## config.mk

```make
export PLATFORM = sky130hd
export DESIGN_NAME = riscv_core_mem_port_arbiter
export DESIGN_NICKNAME = d
export VERILOG_FILES = /design/src/rtl/riscv_core_mem_port_arbiter.sv
export SDC_FILE = /design/constraint.sdc
export NUM_CORES = 1
export LEC_CHECK = 0
export BUFFER_PORTS_ARGS = -buffer_cell sky130_fd_sc_hd__buf_2
export CORE_AREA = 2 2 177 179
export CTS_CLUSTER_SIZE = 12
export DETAILED_ROUTE_END_ITERATION = 10
export DIE_AREA = 0 0 179 181
export GPL_TIMING_DRIVEN = 0
export SYNTH_ARGS = -nofsm -noshare
export SYNTH_HDL_FRONTEND = slang
export SYNTH_SLANG_ARGS = --single-unit
export TNS_END_PERCENT = 1
```

## constraint.sdc

```tcl
create_clock -name i_clk -period 2.2 [get_ports i_clk]
set_input_delay 0.22 -clock i_clk [delete_from_list [all_inputs] [get_ports i_clk]]
set_output_delay 0.22 -clock i_clk [all_outputs]
set_load 0.02 [all_outputs]
```

## src/rtl/riscv_core_mem_port_arbiter.sv

```systemverilog
// riscv_core_mem_port_arbiter
// Shares the single AXI memory port between I-cache refill, D-cache refill and
// the D-cache write-through FIFO drain. Only one transaction is in flight at a time.
// A D-cache refill is held off until the store FIFO is empty, so a refill never
// returns data older than a pending store. I-refills may bypass a non-empty FIFO
// at most STARVE_LIMIT times in a row before a drain is forced.
// Optional feature: define MEM_ARB_PERF_EN to add 32-bit completed-transaction
// counters (o_perf_ic_cnt, o_perf_dc_cnt, o_perf_wr_cnt).
module riscv_core_mem_port_arbiter #(
   parameter int ADDR_WIDTH       = 64,
   parameter int CORE_DATA_WIDTH  = 64,
   parameter int FIFO_ENTRY_WIDTH = 128,
   parameter int STARVE_LIMIT     = 4
) (
   input  logic                        i_clk,
   input  logic                        i_rst,
   input  logic                        i_ic_req,
   input  logic [ADDR_WIDTH-1:0]       i_ic_addr,
   output logic                        o_ic_done,
   input  logic                        i_dc_req,
   input  logic [ADDR_WIDTH-1:0]       i_dc_addr,
   output logic                        o_dc_done,
   input  logic                        i_fifo_empty,
   input  logic [FIFO_ENTRY_WIDTH-1:0] i_fifo_entry,
   output logic                        o_fifo_pop,
   output logic                        o_axi_rd_req,
   output logic [ADDR_WIDTH-1:0]       o_axi_rd_addr,
   input  logic                        i_axi_rd_done,
   output logic                        o_axi_wr_req,
   output logic [ADDR_WIDTH-1:0]       o_axi_wr_addr,
   output logic [CORE_DATA_WIDTH-1:0]  o_axi_wr_data,
   input  logic                        i_axi_wr_done,
   output logic                        o_busy
`ifdef MEM_ARB_PERF_EN
   ,
   output logic [31:0]                 o_perf_ic_cnt,
   output logic [31:0]                 o_perf_dc_cnt,
   output logic [31:0]                 o_perf_wr_cnt
`endif
);

   localparam int CNT_W = $clog2(STARVE_LIMIT + 1);
   localparam logic [CNT_W-1:0] STARVE_MAX = CNT_W'(STARVE_LIMIT);

   typedef enum logic [1:0] {
      ST_IDLE     = 2'd0,
      ST_RD_IC    = 2'd1,
      ST_RD_DC    = 2'd2,
      ST_WR_DRAIN = 2'd3
   } state_t;

   state_t                     state_r;
   state_t                     state_nxt_s;
   logic                       grant_ic_s;
   logic                       grant_dc_s;
   logic                       grant_wr_s;
   logic                       starved_s;
   logic [CNT_W-1:0]           starve_cnt_r;
   logic [ADDR_WIDTH-1:0]      rd_addr_r;
   logic [ADDR_WIDTH-1:0]      wr_addr_r;
   logic [CORE_DATA_WIDTH-1:0] wr_data_r;

   logic                       rd_req_s;
   logic                       wr_req_s;
   logic                       ic_done_s;
   logic                       dc_done_s;
   logic                       fifo_pop_s;
   logic                       busy_s;

   assign starved_s = (starve_cnt_r == STARVE_MAX);

   // State register: synchronous reset abandons any transaction in flight.
   always_ff @(posedge i_clk) begin
      if (i_rst) begin
         state_r <= ST_IDLE;
      end else begin
         state_r <= state_nxt_s;
      end
   end

   // Next-state and grant decode; arbitration happens only in IDLE.
   always_comb begin
      state_nxt_s = state_r;
      grant_ic_s  = 1'b0;
      grant_dc_s  = 1'b0;
      grant_wr_s  = 1'b0;
      case (state_r)
         ST_IDLE: begin
            if (!i_fifo_empty && (starved_s || !i_ic_req)) begin
               grant_wr_s  = 1'b1;
               state_nxt_s = ST_WR_DRAIN;
            end else if (i_ic_req) begin
               grant_ic_s  = 1'b1;
               state_nxt_s = ST_RD_IC;
            end else if (i_dc_req && i_fifo_empty) begin
               grant_dc_s  = 1'b1;
               state_nxt_s = ST_RD_DC;
            end else begin
               state_nxt_s = ST_IDLE;
            end
         end
         ST_RD_IC, ST_RD_DC: begin
            if (i_axi_rd_done) begin
               state_nxt_s = ST_IDLE;
            end else begin
               state_nxt_s = state_r;
            end
         end
         ST_WR_DRAIN: begin
            if (i_axi_wr_done) begin
               state_nxt_s = ST_IDLE;
            end else begin
               state_nxt_s = ST_WR_DRAIN;
            end
         end
         default: begin
            state_nxt_s = ST_IDLE;
         end
      endcase
   end

   // Capture address/data at grant so the AXI side sees stable values until done.
   always_ff @(posedge i_clk) begin
      if (i_rst) begin
         rd_addr_r <= {ADDR_WIDTH{1'b0}};
         wr_addr_r <= {ADDR_WIDTH{1'b0}};
         wr_data_r <= {CORE_DATA_WIDTH{1'b0}};
      end else begin
         if (grant_ic_s) begin
            rd_addr_r <= i_ic_addr;
         end else if (grant_dc_s) begin
            rd_addr_r <= i_dc_addr;
         end else begin
            rd_addr_r <= rd_addr_r;
         end
         if (grant_wr_s) begin
            wr_addr_r <= i_fifo_entry[CORE_DATA_WIDTH +: ADDR_WIDTH];
            wr_data_r <= i_fifo_entry[CORE_DATA_WIDTH-1:0];
         end else begin
            wr_addr_r <= wr_addr_r;
            wr_data_r <= wr_data_r;
         end
      end
   end

   // Starvation counter: I-refill grants that bypassed a non-empty FIFO.
   always_ff @(posedge i_clk) begin
      if (i_rst) begin
         starve_cnt_r <= {CNT_W{1'b0}};
      end else if (state_r == ST_IDLE) begin
         if (grant_wr_s || i_fifo_empty) begin
            starve_cnt_r <= {CNT_W{1'b0}};
         end else if (grant_ic_s && !starved_s) begin
            starve_cnt_r <= starve_cnt_r + {{(CNT_W-1){1'b0}}, 1'b1};
         end else begin
            starve_cnt_r <= starve_cnt_r;
         end
      end else begin
         starve_cnt_r <= starve_cnt_r;
      end
   end

   // Output decode; done/pop pulses are suppressed while reset is asserted.
   always_comb begin
      rd_req_s   = 1'b0;
      wr_req_s   = 1'b0;
      ic_done_s  = 1'b0;
      dc_done_s  = 1'b0;
      fifo_pop_s = 1'b0;
      busy_s     = (state_r != ST_IDLE);
      case (state_r)
         ST_IDLE: begin
            rd_req_s = 1'b0;
            wr_req_s = 1'b0;
         end
         ST_RD_IC: begin
            rd_req_s  = !i_axi_rd_done;
            ic_done_s = i_axi_rd_done && !i_rst;
         end
         ST_RD_DC: begin
            rd_req_s  = !i_axi_rd_done;
            dc_done_s = i_axi_rd_done && !i_rst;
         end
         ST_WR_DRAIN: begin
            wr_req_s   = 1'b1;
            fifo_pop_s = i_axi_wr_done && !i_rst;
         end
         default: begin
            rd_req_s = 1'b0;
            wr_req_s = 1'b0;
         end
      endcase
   end

   assign o_axi_rd_req  = rd_req_s;
   assign o_axi_wr_req  = wr_req_s;
   assign o_ic_done     = ic_done_s;
   assign o_dc_done     = dc_done_s;
   assign o_fifo_pop    = fifo_pop_s;
   assign o_busy        = busy_s;
   assign o_axi_rd_addr = rd_addr_r;
   assign o_axi_wr_addr = wr_addr_r;
   assign o_axi_wr_data = wr_data_r;

`ifdef MEM_ARB_PERF_EN
   logic [31:0] perf_ic_r;
   logic [31:0] perf_dc_r;
   logic [31:0] perf_wr_r;

   // Completed-transaction counters, free-running with natural 32-bit wrap.
   always_ff @(posedge i_clk) begin
      if (i_rst) begin
         perf_ic_r <= 32'd0;
         perf_dc_r <= 32'd0;
         perf_wr_r <= 32'd0;
      end else begin
         perf_ic_r <= ic_done_s  ? perf_ic_r + 32'd1 : perf_ic_r;
         perf_dc_r <= dc_done_s  ? perf_dc_r + 32'd1 : perf_dc_r;
         perf_wr_r <= fifo_pop_s ? perf_wr_r + 32'd1 : perf_wr_r;
      end
   end

   assign o_perf_ic_cnt = perf_ic_r;
   assign o_perf_dc_cnt = perf_dc_r;
   assign o_perf_wr_cnt = perf_wr_r;
`endif

endmodule
```

==> impl_metrics.toml, run 1 <==
[finish]
post_route_cells_drive_above_1_share_pct = 40.2
finalCoreUtilization_pct = 39.1
number_of_nets_in_the_layout = 1750
final_design_area_no_fill_um2 = 11900
syn2layout_area_growth_pct = 41.7

[global_routing]
grt_first_pass_wirelength_um = 50800
first_global_vias = 9060
antenna_found_initial = 15
globalRouteOverflowTotal = 0
grt_start_max_net_pins = 21
grtUsageTotal_pct = 20.4

[routing]
num_vias = 9398
route.antenna.remaining_nets = 0
drt_pre_antenna_iters = 5
remaining_drc_errors = 0
routedWlPerCell_um = 18.1
drt_first_iter_violations = 383
via_per_inst = 4.95
wire_length_after_detailed_routing_um = 34400

[yosys]
syn-num-nets = 1264
synth.cell_area_um2 = 8360
synth-seq-area-share_pct = 47.2
syn-instance-count = 995
synth_seq_cells = 197
synth.yosys.warnings = 0
syn_avg_cell_area_um2 = 8.40
ys_types = 28

[floorplanning]
chipHeight_um = 181
floorplan.rows = 64
design.die.area_um2 = 32400
number_of_top_level_design_ports = 461
floorplan.initialDensity_pct = 27.6
die-width_um = 179
coreArea_um2 = 30300

[setup_path]
rr_startpoint = "state_r[0]"
critPathMaxFanout = 10
startpoint_class_of_the_critical_path = "flip-flop"
cp-end-kind = "flip-flop"
worst_path_max_delay_cell = "sky130_fd_sc_hd__clkbuf_1"
timing.critical_path.from = "state_r[0]"
worstSetupPathType = "reg -> reg"
critical_path_arrival_ns = 2.41
cpLargestDelayFamily = "buffers and inverters"
worst_path_largest_cell_delay_ns = 0.44
crit_chain = "inv_1, ha_1, buf_2, nand2_1, buf_4, clkbuf_1, nor3_1, a311oi_2"
cp_num_buf_inv = 4
crit_required_ns = 2.56

[placed_design]
port-buffer-count = 459
dp_hpwl_um = 27000
gp_weighted_congestion = 0.837
dpl-instance-area_um2 = 11200

[clocking]
clk_path_buf_depth = 2
clkTransAtPathRegs_ns = 0.09
clock_insertion_delay_worst_skew_ns = 0.44
cts-buffers-inserted = 17
postCtsSetupBuffers = 0
cts_tree = "yes"
root_buffer = "sky130_fd_sc_hd__clkbuf_16"
cts_htree_levels = 4
clock-sinks = 197

[timing]
relSlewSlack_pct = 39.6
worstMarginPinSlew_ns = 0.906
setup-violations-final = 0
max_freq_ghz = 0.487
finalHoldViolCount = 0
fin_crit_sh_pct = 93.3
holdWs_ns = 0.0264
final-max-slew-violation-count = 0
rsz_0062_raised_after_global_routing = "true"
timing.final.crit_period_ns = 2.05
largest_clock_skew_in_the_final_design_ns = 0.0183

[power_and_ir_drop]
power-per-cell-area_nw_per_um2 = 890
finalPower_mw = 10.6
leakagePower_nw = 5.13
worst_ir_drop_vdd_uv = 483

[min_path]
hold_class = "in -> reg"
hold_path.startpoint = "i_fifo_entry[119]"

[run_status]
run_status = "complete, no violations"

[run]
cap_violations = 0
==> cells in the final DEF, fill, tap and decap left out, drive strengths merged <==
| master | Yosys | layout |
|---|---|---|
| a21bo | 1 | 1 |
| a21boi | 1 | 1 |
| a21oi | 132 | 132 |
| a221oi | 1 | 1 |
| a311oi | 65 | 65 |
| and2 | 1 | 1 |
| and3b | 4 | 4 |
| and4b | 1 | 1 |
| buf | 52 | 510 |
| clkbuf | 62 | 80 |
| clkinv | 0 | 6 |
| clkinvlp | 0 | 1 |
| dfxtp | 197 | 197 |
| diode | 0 | 7 |
| dlygate4sd3 | 0 | 8 |
| ha | 6 | 6 |
| inv | 6 | 14 |
| nand2 | 134 | 134 |
| nand2b | 1 | 1 |
| nand3 | 128 | 128 |
| nand4 | 2 | 2 |
| nand4b | 1 | 1 |
| nor2 | 2 | 2 |
| nor2b | 3 | 3 |
| nor3 | 64 | 64 |
| o211ai | 1 | 1 |
| o21ai | 129 | 129 |
| or2 | 1 | 1 |
==> cells in the mapped netlist <==
library cell,n,area share (%)
sky130_fd_sc_hd__dfxtp_1,197,47
sky130_fd_sc_hd__nand2_1,134,6.0
sky130_fd_sc_hd__a21oi_1,132,7.9
sky130_fd_sc_hd__o21ai_0,129,7.7
sky130_fd_sc_hd__nand3_1,128,7.7
sky130_fd_sc_hd__nor3_1,64,3.8
sky130_fd_sc_hd__clkbuf_1,62,2.8
sky130_fd_sc_hd__a311oi_2,50,9.0
sky130_fd_sc_hd__buf_2,37,2.2
sky130_fd_sc_hd__a311oi_1,15,1.6
sky130_fd_sc_hd__buf_4,8,0.72
sky130_fd_sc_hd__ha_1,6,0.90
sky130_fd_sc_hd__inv_1,6,0.27
sky130_fd_sc_hd__buf_1,5,0.22
sky130_fd_sc_hd__and3b_1,4,0.42
sky130_fd_sc_hd__nor2b_1,3,0.22
sky130_fd_sc_hd__buf_6,2,0.27
sky130_fd_sc_hd__nand4_1,2,0.15
sky130_fd_sc_hd__nor2_1,2,0.090
sky130_fd_sc_hd__a21bo_2,1,0.12
sky130_fd_sc_hd__a21boi_2,1,0.13
sky130_fd_sc_hd__a221oi_1,1,0.10
sky130_fd_sc_hd__and2_1,1,0.075
sky130_fd_sc_hd__and4b_1,1,0.12
sky130_fd_sc_hd__nand2b_1,1,0.075
sky130_fd_sc_hd__nand4b_1,1,0.10
sky130_fd_sc_hd__o211ai_1,1,0.090
sky130_fd_sc_hd__or2_1,1,0.075
==> worst paths after layout <==
kind	endpoint	slack, ns	cells past startpoint
worst min-delay path	o_axi_wr_addr[55]	0.03	3
worst min register to register	o_axi_wr_data[11]	0.47	2
worst max-delay path	o_axi_rd_addr[51]	0.15	8
worst max register to register	o_axi_rd_addr[51]	0.15	8
==> layer usage <==
layer / GRT usage [%] / wire length (um) / up-vias
met4: 7.90 / 1150 / 16
li1: - / - / 4579
met5: 0 / 96 / -
met2: 36.2 / 17100 / 373
met3: 6.61 / 2830 / 73
met1: 22.3 / 13200 / 4357
==> through the flow <==
step | setup WS [ns] | setup TNS, ns | std cells
2_1_floorplan | 0.571 | 0 | 995
3_3_place_gp | 0.0118 | 0 | 1850
3_5_place_dp | -0.0182 | -0.0287 | 1850
4_1_cts | 0.0449 | 0 | 1890
5_1_grt | -0.0196 | -0.0517 | 1894
6_report | 0.148 | 0 | 1897
==> state kept, by name (all words and copies together) (netlist names) <==
name	cells
o_axi_wr_data	64
starve_cnt_r	3
state_r	2
o_axi_wr_addr	64
o_axi_rd_addr	64
==> worst register-to-register path, cell delays in order (launching register included) <==
cell	delay [ns]
sky130_fd_sc_hd__dfxtp_1	0.37
sky130_fd_sc_hd__inv_1	0.09
sky130_fd_sc_hd__ha_1	0.21
sky130_fd_sc_hd__buf_2	0.18
sky130_fd_sc_hd__nand2_1	0.09
sky130_fd_sc_hd__buf_4	0.20
sky130_fd_sc_hd__clkbuf_1	0.45
sky130_fd_sc_hd__nor3_1	0.14
sky130_fd_sc_hd__a311oi_2	0.25
==> power by group <==
group	internal [mW]	total [mW]	switching (mW)
Combinational	1.11	3.21	2.10
Sequential	4.00	4.22	0.219
Clock	1.52	3.13	1.60
Total	6.63	10.6	3.92
==> timing repair <==
action | 4_1_cts | 5_1_grt
hold buffers | 8 | 0
setup endpoints to repair | 2 | 108
resized for setup | 1 | 23
endpoints found under the hold margin | 8 | 0
==> cell families (layout without fill, tap and decap cells) <==
logic type | Yosys count | after routing | synth area share, %
and+or+nand+nor | 342 | 342 | 18.8
buffers and inverters | 120 | 619 | 6.48
adders and majority gates | 6 | 6 | 0.898
AOI/OAI and AO/OA | 330 | 330 | 26.6
other | 0 | 7 | 0
DFF | 197 | 197 | 47.2
==> layout make-up <==
type | instances | area [um2]
Buffer | 114 | 538
Clock buffer | 17 | 425
Antenna cell | 7 | 17.5
Sequential cell | 197 | 3940
Inverter | 6 | 22.5
Multi-Input combinational cell | 678 | 3880
Clock inverter | 15 | 156
Fill cell | 3192 | 18500
Timing Repair Buffer | 467 | 2380
Tap cell | 396 | 495
(Power assumes the default switching activity.)
==> run 2: changes to the inputs <==
Clock period 2.2 ns to 2 ns, I/O delays scaled along.
==> impl_metrics.toml, run 2 (same netlist as run 1, synthesis figures left out) <==
[setup_path]
crit_chain = "inv_1, ha_1, a21boi_2, buf_4, clkbuf_2, o21ai_0, a21oi_1"
crit_required_ns = 2.37
timing.rr.end = "o_axi_wr_addr[10]"
critical_path_cell_count = 7
ff2ff_setup_slack_ns = 0.06
destination_of_the_critical_timing_path = "o_axi_wr_addr[10]"
critical_path_arrival_ns = 2.31
worstSetupPathType = "reg -> reg"
critPathMaxFanout = 10
cp_num_buf_inv = 3
worst_path_largest_cell_delay_ns = 0.37
worst_path_max_delay_cell = "sky130_fd_sc_hd__dfxtp_1"
cpLargestDelayFamily = "buffers and inverters"
startpoint_class_of_the_critical_path = "flip-flop"
rr_worst_depth = 7
cp-end-kind = "flip-flop"
timing.critical_path.from = "starve_cnt_r[0]"
rr_startpoint = "starve_cnt_r[0]"

[floorplanning]
coreArea_um2 = 30300
number_of_top_level_design_ports = 461
design.die.area_um2 = 32400
floorplan.initialDensity_pct = 27.6
chipHeight_um = 181
die-width_um = 179
floorplan.rows = 64

[run_status]
run_status = "complete, no violations"

[min_path]
hold_class = "in -> reg"

[clocking]
cts_tree = "yes"
root_buffer = "sky130_fd_sc_hd__clkbuf_16"
clock-sinks = 197
cts_htree_levels = 4
cts-buffers-inserted = 17
clkTransAtPathRegs_ns = 0.08
postCtsSetupBuffers = 0
clock_insertion_delay_worst_skew_ns = 0.44
clk_path_buf_depth = 2

[timing]
final-max-slew-violation-count = 0
max_freq_ghz = 0.515
relSlewSlack_pct = 40.1
worstMarginPinSlew_ns = 0.898
setup-violations-final = 0
largest_clock_skew_in_the_final_design_ns = 0.0199
finalHoldViolCount = 0
rsz_0062_raised_after_global_routing = "true"
timing.setup.tns_ns = 0
timing.final.crit_period_ns = 1.94
fin_crit_sh_pct = 97.0

[finish]
multi_input_area_um2 = 3880
finalCoreUtilization_pct = 41.9
number_of_nets_in_the_layout = 1830
leading_cell_type_in_the_layout_fill_and_taps_excluded = "sky130_fd_sc_hd__buf_2"
sequential_cell_area_um2 = 3940
layout_common_cells = "481 x sky130_fd_sc_hd__buf_2, 197 x sky130_fd_sc_hd__dfxtp_1, 134 x sky130_fd_sc_hd__nand2_1"
syn2layout_area_growth_pct = 51.9
post_route_cells_drive_above_1_share_pct = 38.9
fillers = 3075

[routing]
routedWlPerCell_um = 17.8
route.antenna.remaining_nets = 0
drt_first_iter_violations = 413
wire_length_after_detailed_routing_um = 35200
remaining_drc_errors = 0
num_vias = 9697
drt_pre_antenna_iters = 5
via_per_inst = 4.90

[global_routing]
grt_first_pass_wirelength_um = 52000
grtUsageTotal_pct = 20.8
gr-usage-met3_pct = 5.79
grt_start_max_net_pins = 21
antenna_found_initial = 11
first_global_vias = 9460
top_usage_layer = "met2"
grt_use_met2_pct = 37.2
global_routing_met1_resource_utilization_pct = 22.9
globalRouteOverflowTotal = 0

[run]
cap_violations = 0

[power_and_ir_drop]
leakagePower_nw = 5.51
power-per-cell-area_nw_per_um2 = 929
worst_ir_drop_vdd_uv = 524
finalPower_mw = 11.8

[placed_design]
dp_hpwl_um = 27000
port-buffer-count = 459
gp_weighted_congestion = 0.837
run 2: power breakdown:
part | switching [mW] | total [mW] | internal (mW) | leakage [nW]
Combinational | 2.35 | 3.70 | 1.36 | 3.61
Clock | 1.78 | 3.46 | 1.67 | 0.283
Sequential | 0.241 | 4.64 | 4.40 | 1.61
run 2: through the flow:
step	hold slack [ns]	std cells	cell area (um2)	worst slack (ns)
after floorplan	0.348	995	8360	0.371
after global placement	0.453	1850	11200	-0.148
after detailed placement	0.458	1850	11200	-0.178
after CTS	0.000138	1970	12600	0.0213
after global routing	0.00257	1975	12700	-0.118
final	0.0225	1977	12700	0.0600
run 2: worst min path at each step:
| stage | endpoint | from | slack (ns) | cells past startpoint |
|---|---|---|---|---|
| 6_report | o_axi_wr_addr[50] | i_fifo_entry[114] | 0.02 | 3 |
| 3_3_place_gp | o_axi_wr_addr[54] | i_fifo_entry[118] | 0.45 | 3 |
| 5_1_grt | o_axi_wr_data[14] | i_fifo_entry[14] | 0.003 | 3 |
| 3_5_place_dp | o_axi_wr_addr[32] | i_fifo_entry[96] | 0.46 | 3 |
| 2_1_floorplan | o_axi_wr_addr[0] | i_fifo_entry[64] | 0.35 | 2 |
| 4_1_cts | o_axi_wr_data[19] | i_fifo_entry[19] | 0.0001 | 3 |
run 2: repair_timing:
action,CTS,global route
hold buffers,88,0
endpoints found under the setup margin,132,188
resized for setup,20,27
hold endpoints to repair,88,0
run 2: cell type report:
class                           count  area share (%)
Multi-Input combinational cell    678            30.5
Tap cell                          396            3.90
Buffer                            114            4.62
Antenna cell                        7           0.138
Clock inverter                     15            1.23
Inverter                            6           0.177
Sequential cell                   197            31.0
Timing Repair Buffer              547            25.0
Clock buffer                       17            3.35
run 2: routing by layer:
metal / share of wire, % / wire length (um)
met1: 39 / 13800
met2: 50 / 17400
met3: 7.5 / 2640
met4: 3.4 / 1210
met5: 0.14 / 49
run 2: worst register-to-register path, delay by kind of cell (launching register included):
kind                     cells  cell delay (ns)
AO/OA/AOI/OAI                3             0.61
buffers and inverters        3             0.64
flip-flops                   1             0.37
adder cells (fa/ha/maj)      1             0.24
==> run 3: changes to the inputs <==
Settings changed: REMOVE_ABC_BUFFERS from default to 1.
==> impl_metrics.toml, run 3 (same netlist as run 1, synthesis figures left out) <==
[routing]
drt_pre_antenna_iters = 5
num_vias = 9515
remaining_drc_errors = 0
wire_length_after_detailed_routing_um = 35000
routedWlPerCell_um = 18.4
drt_first_iter_violations = 513
route.antenna.remaining_nets = 0
via_per_inst = 5.01

[global_routing]
antenna_found_initial = 9
grtUsageTotal_pct = 20.1
grt_start_max_net_pins = 117
globalRouteOverflowTotal = 0
grt_first_pass_wirelength_um = 51000
first_global_vias = 9124

[setup_path]
worstSetupPathType = "reg -> reg"
critical_path_arrival_ns = 2.30
crit_chain = "inv_1, ha_4, nand2_8, buf_12, or2_4, buf_16, a311oi_1"
worst_path_max_delay_cell = "sky130_fd_sc_hd__dfxtp_1"
startpoint_class_of_the_critical_path = "flip-flop"
timing.rr.end = "o_axi_rd_addr[17]"
timing.critical_path.from = "state_r[1]"
crit_required_ns = 2.35
rr_startpoint = "state_r[1]"
critPathMaxFanout = 45
worst_path_largest_cell_delay_ns = 0.33
rr_worst_depth = 7
ff2ff_setup_slack_ns = 0.05
cp-end-kind = "flip-flop"

[timing]
timing.setup.tns_ns = 0
relSlewSlack_pct = 51.6
rsz_0062_raised_after_global_routing = "true"
largest_clock_skew_in_the_final_design_ns = 0.0113
fin_crit_sh_pct = 97.7
final-max-slew-violation-count = 0
finalHoldViolCount = 0
worstMarginPinSlew_ns = 0.721
timing.final.crit_period_ns = 1.95
setup-violations-final = 0
holdWs_ns = 0.0256
max_freq_ghz = 0.512

[run_status]
run_status = "complete, no violations"

[clocking]
clk_path_buf_depth = 2
clock_insertion_delay_worst_skew_ns = 0.44
cts-buffers-inserted = 17
clock-sinks = 197
root_buffer = "sky130_fd_sc_hd__clkbuf_16"
cts_tree = "yes"
clkTransAtPathRegs_ns = 0.08
cts_htree_levels = 4

[placed_design]
dp.cells = 1753
port-buffer-count = 460
gp_weighted_congestion = 0.793
dpl-instance-area_um2 = 11000
dp_hpwl_um = 22400

[floorplanning]
die-width_um = 179
chipHeight_um = 181
number_of_top_level_design_ports = 461
floorplan.initialDensity_pct = 27.6
design.die.area_um2 = 32400
floorplan.rows = 64
coreArea_um2 = 30300

[power_and_ir_drop]
leakagePower_nw = 5.44
worst_ir_drop_vdd_uv = 551
power-per-cell-area_nw_per_um2 = 932

[finish]
syn2layout_area_growth_pct = 52.7
number_of_nets_in_the_layout = 1758
final_design_area_no_fill_um2 = 12800
layout_common_cells = "459 x sky130_fd_sc_hd__buf_2, 196 x sky130_fd_sc_hd__dfxtp_1, 133 x sky130_fd_sc_hd__nand2_1"
leading_cell_type_in_the_layout_fill_and_taps_excluded = "sky130_fd_sc_hd__buf_2"
post_layout_nonfiller_instances = 1898
post_route_cells_drive_above_1_share_pct = 39.0

[min_path]
hold_class = "in -> reg"
timing.hold.worst_endpoint = "o_axi_wr_addr[7]"
hold_path.startpoint = "i_fifo_entry[71]"
whs_path_depth = 3

[run]
cap_violations = 0
[run 3: cell count changes in the layout (fill, tap and decap cells not counted), moves of 8 or more]
cell | previous run | this run
sky130_fd_sc_hd__buf_12 | 0 | 10
sky130_fd_sc_hd__buf_2 | 481 | 459
sky130_fd_sc_hd__clkbuf_1 | 41 | 0
sky130_fd_sc_hd__clkbuf_2 | 21 | 0
sky130_fd_sc_hd__clkbuf_4 | 10 | 0
sky130_fd_sc_hd__dlygate4sd3_1 | 88 | 96
[run 3: worst max-delay path: cells and delay by family, from the launching register on]
kind	cells	cell delay (ns)
simple gates	2	0.44
compound gates	1	0.24
fa+ha+maj	1	0.23
buf+inv	3	0.56
flops	1	0.33
[run 3: layout make-up]
cell class / count / area (um2)
multi-input combinational: 684 / 4020
antenna: 1 / 2.50
clock buffer: 19 / 453
sequential: 197 / 3950
fill: 3037 / 17600
inverter: 6 / 22.5
clock inverter: 12 / 110
timing repair buffer: 583 / 3720
tap: 396 / 495
[run 3: report_power, final]
| group | internal (mW) | switching, mW | leakage, nW |
|---|---|---|---|
| clock | 1.71 | 1.69 | 0.273 |
| combinational | 1.44 | 2.44 | 3.56 |
| sequential | 4.40 | 0.220 | 1.61 |
| total | 7.55 | 4.35 | 5.44 |
[run 3: what timing repair did]
item                                   4_1_cts  5_1_grt
pin swaps                                    4        3
endpoints found under the hold margin       95        1
cloned                                       4        2
resized for setup                            9        6
setup endpoints to repair                  196      138
buffers inserted                             7        4
hold buffers                                95        1
[run 3: how the worst max path moves through the flow]
| stage | to | slack, ns | depth (start not counted) |
|---|---|---|---|
| finish | o_axi_rd_addr[17] | 0.05 | 7 |
| global route | o_axi_rd_addr[17] | -0.02 | 7 |
| CTS | o_axi_wr_addr[15] | -0.03 | 6 |
| detailed placement | o_axi_rd_addr[17] | -0.71 | 7 |
| global placement | o_axi_wr_addr[3] | -7.45 | 5 |
| floorplan | state_r[1] | -3.46 | 5 |
[run 3: per-layer routing]
layer	vias to the layer above	part of all wire, %	track usage, %
li1	4576	-	-
met3	62	9.3	7.39
met1	4437	41	23.6
met4	14	3.2	7.77
met2	426	47	33.2
met5	-	0.25	0
[run 3: per-stage QoR]
step	setup slack (ns)	power (mW)	util, %
after floorplan	-3.46	6.66	-
after global placement	-7.45	7.69	35.1
after detailed placement	-0.706	8.24	36.3
after CTS	-0.0267	11.9	41.8
after global routing	-0.0175	12.5	42.1
final	0.0462	11.9	42.1
